$ cat src/rtl/bus_control_unit.sv
// bus_control_unit: multi-cycle sequencer for the 8-bit common-bus CPU.
// Fetches an instruction over a req/ack handshake, decodes the IR fields
// and steps the datapath through bus select, load enables, RF write and ALU op.

module bus_control_unit #(
  parameter int FETCH_TIMEOUT = 255,
  parameter int CNT_W         = 16
) (
  input  logic             clock,
  input  logic             reset,
  input  logic             run,
  input  logic [13:0]      ir,
  output logic             fetch_req,
  input  logic             fetch_ack,
  output logic [1:0]       data_bus_sel,
  output logic             pc_load_en,
  output logic             pc_inc,
  output logic             ir_load_en,
  output logic             alu_src1_load_en,
  output logic             alu_src2_load_en,
  output logic             sel_field_load_en,
  output logic [1:0]       reg_address,
  output logic             rf_write_read,
  output logic [2:0]       alu_op,
  output logic             retire,
  output logic [CNT_W-1:0] retired_cnt,
  output logic             halted,
  output logic             fault
);

  typedef enum logic [2:0] {
    IDLE, FETCH, DECODE, SRC1, SRC2, EXEC, WB, HALT
  } state_t;

  typedef enum logic [2:0] {
    OP_NOP = 3'b000,
    OP_LDI = 3'b001,
    OP_ADD = 3'b010,
    OP_SUB = 3'b011,
    OP_AND = 3'b100,
    OP_OR  = 3'b101,
    OP_JMP = 3'b110,
    OP_HLT = 3'b111
  } opcode_t;

  // Bus source encodings
  localparam logic [1:0] BUS_PC  = 2'b00;
  localparam logic [1:0] BUS_IR  = 2'b01;
  localparam logic [1:0] BUS_ALU = 2'b10;
  localparam logic [1:0] BUS_RF  = 2'b11;

  // The wait counter only has to reach FETCH_TIMEOUT-1
  localparam int TW = (FETCH_TIMEOUT > 2) ? $clog2(FETCH_TIMEOUT) : 1;

  state_t           state;
  state_t           next_state;
  logic [TW-1:0]    wait_cnt;
  logic             timeout_hit;
  logic             set_fault;
  logic             fault_q;
  logic [2:0]       op_bits;
  opcode_t          op;
  logic [1:0]       rd;
  logic [1:0]       rs;
  state_t           boundary;
  logic             unused_imm;

  assign op_bits = ir[13:11];
  assign op      = opcode_t'(op_bits);
  assign rd      = ir[10:9];
  assign rs      = ir[8:7];

  // The immediate goes to the datapath over the bus, not through this block
  assign unused_imm = ^ir[6:0];

  // A timeout of zero disables the fetch watchdog entirely
  assign timeout_hit = (FETCH_TIMEOUT != 0) && (int'(wait_cnt) == FETCH_TIMEOUT - 1);

  // Instruction boundary: run picks between fetching again and idling
  assign boundary = run ? FETCH : IDLE;

  assign fault = fault_q;

  // State, fetch-wait counter, retire counter and sticky fault flag
  always_ff @(posedge clock) begin
    if (reset) begin
      state       <= IDLE;
      wait_cnt    <= '0;
      retired_cnt <= '0;
      fault_q     <= 1'b0;
    end else begin
      state <= next_state;
      if (state == FETCH && next_state == FETCH) begin
        wait_cnt <= wait_cnt + TW'(1);
      end else begin
        wait_cnt <= '0;
      end
      if (retire) begin
        retired_cnt <= retired_cnt + CNT_W'(1);
      end
      if (set_fault) begin
        fault_q <= 1'b1;
      end
    end
  end

  // Next-state and datapath controls; Moore except the fetch-ack strobes
  always_comb begin
    next_state        = state;
    set_fault         = 1'b0;
    fetch_req         = 1'b0;
    data_bus_sel      = BUS_PC;
    pc_load_en        = 1'b0;
    pc_inc            = 1'b0;
    ir_load_en        = 1'b0;
    alu_src1_load_en  = 1'b0;
    alu_src2_load_en  = 1'b0;
    sel_field_load_en = 1'b0;
    reg_address       = 2'b00;
    rf_write_read     = 1'b0;
    alu_op            = 3'b000;
    retire            = 1'b0;
    halted            = 1'b0;

    case (state)
      IDLE: begin
        if (run) begin
          next_state = FETCH;
        end
      end

      FETCH: begin
        fetch_req    = 1'b1;
        data_bus_sel = BUS_PC;
        if (fetch_ack) begin
          ir_load_en = 1'b1;
          pc_inc     = 1'b1;
          next_state = DECODE;
        end else if (timeout_hit) begin
          set_fault  = 1'b1;
          next_state = HALT;
        end
      end

      DECODE: begin
        case (op)
          OP_NOP: begin
            retire     = 1'b1;
            next_state = boundary;
          end
          OP_JMP: begin
            data_bus_sel = BUS_IR;
            pc_load_en   = 1'b1;
            retire       = 1'b1;
            next_state   = boundary;
          end
          OP_HLT: begin
            retire     = 1'b1;
            next_state = HALT;
          end
          OP_LDI: begin
            sel_field_load_en = 1'b1;
            reg_address       = rd;
            next_state        = WB;
          end
          default: begin
            sel_field_load_en = 1'b1;
            reg_address       = rd;
            next_state        = SRC1;
          end
        endcase
      end

      SRC1: begin
        data_bus_sel      = BUS_RF;
        alu_src1_load_en  = 1'b1;
        sel_field_load_en = 1'b1;
        reg_address       = rs;
        next_state        = SRC2;
      end

      SRC2: begin
        data_bus_sel      = BUS_RF;
        alu_src2_load_en  = 1'b1;
        sel_field_load_en = 1'b1;
        reg_address       = rd;
        next_state        = EXEC;
      end

      EXEC: begin
        data_bus_sel  = BUS_ALU;
        alu_op        = op_bits - 3'b010;
        rf_write_read = 1'b1;
        retire        = 1'b1;
        next_state    = boundary;
      end

      WB: begin
        data_bus_sel  = BUS_IR;
        rf_write_read = 1'b1;
        retire        = 1'b1;
        next_state    = boundary;
      end

      HALT: begin
        halted = 1'b1;
      end

      default: begin
        next_state = IDLE;
      end
    endcase
  end

endmodule

$ cat config.mk
export PLATFORM = sky130hd
export DESIGN_NAME = bus_control_unit
export DESIGN_NICKNAME = d
export VERILOG_FILES = /design/src/rtl/bus_control_unit.sv
export SDC_FILE = /design/constraint.sdc
export NUM_CORES = 1
export LEC_CHECK = 0
export CAP_MARGIN = 10
export CORE_AREA = 2 2 66 68
export DETAILED_ROUTE_END_ITERATION = 10
export DIE_AREA = 0 0 68 70
export GPL_TIMING_DRIVEN = 1
export PLACE_DENSITY = 0.8
export SLEW_MARGIN = 20
export SYNTH_ARGS = -nofsm -noshare
export SYNTH_HDL_FRONTEND = slang
export SYNTH_SLANG_ARGS = --single-unit
$ cat constraint.sdc
create_clock -name clock -period 2.9 [get_ports clock]
set_clock_uncertainty 0.15 [all_clocks]
set_input_delay 0.435 -clock clock [delete_from_list [all_inputs] [get_ports clock]]
set_output_delay 0.435 -clock clock [all_outputs]
set_load 0.1 [all_outputs]
Word level (Yosys, flattened, before mapping):

Index checks and enable logic that the tools add are counted.

* register bits after elaboration: 28
* input port bits: 18
* output and inout bits: 34
* word-level logic and storage cells: 55

* add/sub/neg operators: 3
* eq/ne operators: 12
* muxes and demuxes: 27
* bitwise gates (word level): 1
* reductions and logical operators: 8

Operator list (number)
* 3-bit == test, second input constant: 6
* 3-bit case mux with 6 select lines: 1
* 16-bit by 1-bit adder with 16-bit output, second input constant: 1
* 1-bit two-way mux: 16
* 3-bit two-way mux: 4
* 3-bit by 1-bit == test with 1-bit output, second input constant: 3
* 3-bit case mux with 3 select lines: 1
* 8-bit by 1-bit adder with 8-bit output, second input constant: 1
* 8-bit by 2-bit == test with 1-bit output, second input constant: 1
* 2-bit case mux with 4 select lines: 1
* 2-bit OR reduction: 4
* 3-bit by 2-bit == test with 1-bit output, second input constant: 2
* 3-bit zero test: 2
* 2-bit case mux with 3 select lines: 1
* 1-bit case mux with 2 select lines: 2
* 3-bit OR reduction: 1
* 3-bit by 2-bit subtractor with 3-bit output, second input constant: 1
* 2-bit two-way mux: 1
* 1-bit logical AND: 1
* 1-bit NOT: 1

Depth between registers and ports, before layout:

Gate-level depths: netlist (run 1).

* depth in word-level cells: 8
* depth in mapped cells: 7
* mapped depth without buffers: 5

Least setup slack after synthesis (run 1):

Ideal clock, no wire load.

* path kind: register -> output
* from: register state[0]
* to: output data_bus_sel[0]
* arrival time: 4.368 ns
* data required time: 2.315 ns
* slack: -2.053 ns
* stages on the path, launching flop included: 5
* buffers on the path: 1
* path through: dfxtp_1 > clkbuf_1 > nand2b_1 > nor4_1 > or2_2

* cells in the longest elaborated chain, start to end: 3
* elaborated cells between the ends (all ways): 7
* classes of those cells: 5 x eq/ne; 1 x mux; 1 x reduce/logical

Ends and longest elaborated chain
* from (decl): line 55 `state_t state;`
* from (signal assigned): line 92 `state <= next_state;`
* 3-bit == test or 3-bit by 2-bit == test with 1-bit output (tied branches): line 125 `case (state)`
* 2-bit OR reduction (no line)
* 2-bit case mux with 4 select lines *: line 125
* to (decl): line 15 `output logic [1:0] data_bus_sel,`

Mark *: on every way between the ends. The rest lies on a longest branch, timed or not.

Worst setup path after layout (run 1):

* from: input ir[13]
* to: output reg_address[1]

* cells in the longest elaborated chain, start to end: 4
* elaborated cells between the ends (all ways): 6
* classes of those cells: 2 x eq/ne; 2 x mux; 2 x reduce/logical

Ends and longest elaborated chain
* from (decl): line 12 `input logic [13:0] ir,`
* 3-bit == test or 3-bit zero test (tied branches): line 146 `case (op)`
* 3-bit OR reduction (no line) *
* 2-bit two-way mux *: line 146
* 2-bit case mux with 3 select lines *: line 125
* to (decl): line 22 `output logic [1:0] reg_address,`

Marks and branches as above.

==> impl_metrics.ini, run 1 <==
[outcome]
outcome = complete, no violations

[synth]
syn-cell-area_um2 = 1550
seq_area_frac_synth_pct = 36.1
ys_top_cells_by_area = dfxtp_1 (36%), a21oi_1 (6.1%), and4_1 (3.4%)
synth_ff_type = dfxtp_1
synth_edf_count = 0
ys_seq_elements = 28
netlist.area_leader.share_pct = 36.1
synth_area_leader_cell = dfxtp_1
synthArstFlopShare_pct = 0
synthDistinctLibCells = 42
synth_fp_nets = 209
avgSynthCellArea_um2 = 8.27
synthCells = 188
ys_warn_count = 0

[die]
die_area_um2 = 4760
die_h_um = 70
coreArea_um2 = 4140
start_util_pct = 37.5
pin_count = 52
fp-row-count = 24
die_w_um = 68

[worst_setup_path]
critPathLaunchType = input pin
path_buf_inv = 2
critical_path.top_delay_family = buffers and inverters
critPathArrivalTime_ns = 2.20
required_ns = 2.32
critPathCaptureType = output pin
worst_path_largest_cell_delay_ns = 0.50
critPathKind = input pin to output pin
regToRegStartpoint = state[0]
crit_slowest_cell = clkdlybuf4s50_1
crit_chain = clkdlybuf4s50_1 -> a21o_1 -> or3b_2 -> a21oi_1 -> a22o_2 -> buf_12
worst_r2r_endpoint = retired_cnt[15]
regToRegSetupSlack_ns = 0.94
r2r_cells = 5
crit_fanout = 5

[routing]
drtIter0Drc = 68
routed-via-count = 1517
drt_drc_violations_left = 0
avgViaCountPerCell = 5.36
wire_per_inst_um = 12.6
drt-pass1-iter-count = 4
wirelength_um = 3570
ant_nets = 0

[pwr]
ir_drop_mv = 0.203
p_per_area_nw_per_um2 = 389
leakage_nw = 0.839

[placement]
io_buffers = 44
placedInstanceArea_um2 = 2150
gp_congestion = 0.756
place_hpwl_um = 2510
dp_cells = 279

[global_route]
grt_pass1_vias = 1261
use_met1_pct = 20.6
track_usage_pct = 15.1
grt_max_degree = 32
grt_pass1_wl_um = 5760
grt_overflow_total = 0
antenna_found_initial = 0
use_met2_pct = 23.9
grt_use_met3_pct = 2.09
top_usage_layer = met2

[clock_network]
ctsHtreeMaxLevel = 1
cts_buffers = 3
clock-sinks = 28
root_buffer = clkbuf_8
cts_buffer_depth = 2
postCtsHoldBufs = 0
worstSkewPairLatency_ns = 0.27
cts_resized = 0
postCtsSetupRepairBufs = 0
path_clk_slew_ns = 0.09
cts_tree = built

[sta]
slew_violations = 0
hold_viol = 0
relSlewSlack_pct = 71.5
fmax_mhz = 359
finalCriticalPeriod_ns = 2.79
worst_pin_slew_ns = 0.427
setup_viol = 0
fin_crit_sh_pct = 96.2
rsz0062_at_grt = no
finalSetupTns_ns = 0

[layout]
fin_cells = 283
antenna_cells = 0
area_growth_pct = 41.6
layout.nets = 253
design_area_um2 = 2200
drive_gt1_share_pct = 25.5

[run]
cap_violations = 0

[hold_path]
min_path_cells = 2
min-delay-start = fault
hp-class = register to register
min_to = fault
registers in the layout, summed over array words and instances (netlist names):
name / cells
fault: 1
wait_cnt: 8
state: 3
retired_cnt: 16
worst max-delay path by stage:
stage | cells after the start | from | slack (ns) | to
CTS | 6 | ir[13] | 0.12 | reg_address[1]
floorplan | 3 | state[2] | -0.59 | alu_op[0]
finish | 6 | ir[13] | 0.11 | reg_address[1]
detailed placement | 6 | ir[13] | 0.12 | reg_address[1]
global placement | 6 | ir[13] | 0.13 | reg_address[0]
global route | 6 | ir[13] | 0.003 | reg_address[0]
stage by stage:
stage	hold slack [ns]	util (%)	worst slack (ns)	total power [mW]
after CTS	0.316	53.1	0.115	0.860
after floorplan	0.303	-	-0.592	0.553
after detailed placement	0.300	51.8	0.125	0.627
after global routing	0.340	53.1	0.00273	0.886
final	0.306	53.1	0.112	0.856
after global placement	0.288	51.8	0.135	0.624
worst reg2reg max path, delay by kind of cell, from the launching register on:
kind,cells,cell delay (ns)
AO/OA/AOI/OAI,2,0.29
XOR/XNOR,1,0.19
buffers and inverters,1,0.18
flip-flops,1,0.59
AND/OR/NAND/NOR,1,0.50
synth_stat cells, types with 3 or more instances:
cell,count
dfxtp_1,28
a21oi_1,19
nand3_1,9
o21ai_0,8
nor2_1,12
nor3_1,4
nand2b_1,4
or4_1,6
clkbuf_1,5
xor2_1,6
and4_1,6
inv_1,9
nand2_1,12
ha_1,3
or3_1,8
nand4_1,6
o31ai_1,6
layout make-up:
| cell class | instances | area, µm² |
|---|---|---|
| Multi-Input combinational cell | 140 | 920 |
| Timing Repair Buffer | 50 | 563 |
| Sequential cell | 28 | 561 |
| Inverter | 9 | 37.5 |
| Clock buffer | 4 | 55.1 |
| Fill cell | 374 | 1940 |
| Tap cell | 52 | 65.1 |
report_power, final:
group / internal [mW] / switching (mW) / total [mW]
combinational: 0.0830 / 0.133 / 0.216
sequential: 0.389 / 0.0119 / 0.401
clock: 0.121 / 0.117 / 0.239
layer usage:
layer  vias up  part of all wire, %
met5         -                    0
met1       705                   45
met3         5                  5.4
met2        37                   48
li1        770                    -
met4         0                  1.3
logic make-up after synthesis:
kind of cell             Yosys count  share of synthesized area [%]
AO/OA/AOI/OAI                     45                           18.4
XOR/XNOR                           9                           5.56
adder cells (fa/ha/maj)            4                           3.06
buffers and inverters             20                           6.28
flip-flops                        28                           36.1
multiplexers                       2                           1.29
AND/OR/NAND/NOR                   80                           29.4
placed cells by master (no fill, tap or decap), drive strengths merged, types with 2 or more instances in the layout:
| cell type | n |
|---|---|
| and3 | 2 |
| or3b | 2 |
| buf | 40 |
| and4 | 6 |
| or3 | 8 |
| o31ai | 6 |
| nand2b | 4 |
| nand4 | 6 |
| xnor2 | 2 |
| dfxtp | 28 |
| o21a | 2 |
| nor2 | 12 |
| xor2 | 7 |
| nor3 | 5 |
| or4 | 6 |
| clkdlybuf4s50 | 10 |
| and2 | 2 |
| ha | 3 |
| or2 | 2 |
| a22o | 2 |
| a21oi | 19 |
| clkbuf | 4 |
| mux2i | 2 |
| a211oi | 2 |
| inv | 8 |
| nand3 | 9 |
| nand2 | 12 |
| nor2b | 2 |
| o21ai | 8 |
(Power assumes the default switching activity.)
==> run 2, diff against run 1 <==
Settings changed: CTS_BUF_LIST from default to sky130_fd_sc_hd__clkbuf_16.
==> run 2 against run 1 <==
Die area unchanged. Critical path depth did not move. Worst hold slack got worse by 0.0031 ns.
==> impl_metrics.ini, run 2 (synthesis results as in run 1) <==
[routing]
wire_per_inst_um = 12.4
drtIter0Drc = 79
drt-pass1-iter-count = 4
drt_drc_violations_left = 0
routed-via-count = 1518
ant_nets = 0
avgViaCountPerCell = 5.36
wirelength_um = 3520

[sta]
setup_viol = 0
fmax_mhz = 359
fin_crit_sh_pct = 96.1
whs_ns = 0.303
rsz0062_at_grt = no
finalCriticalPeriod_ns = 2.79
slew_violations = 0
worst_pin_slew_ns = 0.424
finalSetupTns_ns = 0
hold_viol = 0
relSlewSlack_pct = 71.7

[die]
fp-row-count = 24
start_util_pct = 37.5
coreArea_um2 = 4140
die_w_um = 68
die_area_um2 = 4760
pin_count = 52
die_h_um = 70

[worst_setup_path]
regToRegSetupSlack_ns = 0.94
crit_slowest_cell = clkdlybuf4s50_1
critPathCaptureType = output pin
endpoint = reg_address[1]
worst_r2r_endpoint = retired_cnt[15]
required_ns = 2.32
worst_path_largest_cell_delay_ns = 0.50
r2r_cells = 5
path_buf_inv = 2
critical_path.top_delay_family = buffers and inverters
regToRegStartpoint = state[0]
critPathKind = input pin to output pin
critPathArrivalTime_ns = 2.20
cp-startpoint = ir[13]
critPathLaunchType = input pin
crit_cells = 6
crit_fanout = 5
crit_chain = clkdlybuf4s50_1 -> a21o_1 -> or3b_2 -> a21oi_1 -> a22o_2 -> buf_12

[hold_path]
hp-class = register to register
min_path_cells = 2

[pwr]
p_int_mw = 0.657
ir_drop_mv = 0.154
swShare_pct = 29.3
p_per_area_nw_per_um2 = 417
leakage_nw = 0.849
clockPowerShare_pct = 33.5
comb_power_share_pct = 23.3
power.switching_mw = 0.272
seq_power_share_pct = 43.2

[layout]
drive_gt1_share_pct = 25.1
largest_registers = retired_cnt: 16 flops, wait_cnt: 8 flops, state: 3 flops
area_growth_pct = 43.2
mostFrequentLayoutCells = dfxtp_1 (28), buf_4 (27), a21oi_1 (19), buf_12 (13)
antenna_cells = 0
largest_register = retired_cnt
layout.nets = 253
largest_register_ffs = 16
fin_cells = 283
final_common_cell = dfxtp_1

[clock_network]
cts_buffers = 3
cts_resized = 0
postCtsHoldBufs = 0
ctsHtreeMaxLevel = 1
root_buffer = clkbuf_16
clock-sinks = 28
path_clk_slew_ns = 0.06
worstSkewPairLatency_ns = 0.26
cts_tree = built
cts_buffer_depth = 2
postCtsSetupRepairBufs = 0

[global_route]
grt_pass1_wl_um = 5750
grt_pass1_vias = 1283
track_usage_pct = 15.0
antenna_found_initial = 0
grt_overflow_total = 0
grt_max_degree = 32

[placement]
io_buffers = 44
dp_cells = 279
place_hpwl_um = 2510
gp_congestion = 0.756

[run]
cap_violations = 0

[outcome]
outcome = complete, no violations
run 2: cell types whose count changed in the layout (fill, tap and decap cells not counted):
cell	change
clkbuf_8	-4
clkbuf_16	+3
clkinv_1	+1
run 2: metal layers:
metal  GRT usage [%]  wire (µm)  vias up
met5               0          0        -
met4            5.33         37        0
met3            2.09        197        4
met2            23.9       1660       37
met1            20.4       1630      706
li1                -          -      771
run 2: how the worst min path moves through the flow:
stage	start	to	slack, ns
3_3_place_gp	fault	fault	0.29
5_1_grt	fault	fault	0.34
6_report	fault	fault	0.30
4_1_cts	fault	fault	0.31
2_1_floorplan	wait_cnt[0]	wait_cnt[0]	0.30
3_5_place_dp	fault	fault	0.30
run 2: per-stage QoR:
stage / total power, mW / util (%) / area [µm²] / setup WS (ns)
finish: 0.928 / 53.7 / 2220 / 0.112
detailed placement: 0.627 / 51.8 / 2150 / 0.125
CTS: 0.938 / 53.7 / 2220 / 0.115
global route: 0.966 / 53.7 / 2220 / 0.00273
global placement: 0.624 / 51.8 / 2150 / 0.135
floorplan: 0.553 / - / 1580 / -0.592
run 2: cell type report:
class / count / area (µm²)
Timing Repair Buffer: 50 / 563
Clock inverter: 1 / 3.75
Tap cell: 52 / 65.1
Fill cell: 374 / 1920
Multi-Input combinational cell: 140 / 920
Clock buffer: 3 / 75.1
Sequential cell: 28 / 561
Inverter: 9 / 37.5
run 2: tightest hold or removal path, stage by stage (launching register included):
cell     delay (ns)
dfxtp_1        0.31
inv_1          0.05
a21oi_1        0.05
run 2: power by group through the flow:
stage,combinational (mW),sequential (mW),clock (mW)
2_1_floorplan,0.148,0.404,0
3_3_place_gp,0.215,0.409,0
3_5_place_dp,0.217,0.410,0
4_1_cts,0.218,0.401,0.320
5_1_grt,0.228,0.402,0.336
6_report,0.217,0.401,0.311
==> run 3, diff against run 2 <==
Settings changed: SKIP_LAST_GASP from default to 1.
==> results of run 3 <==
Final layout, timing and power as in run 2 (identical DEF).
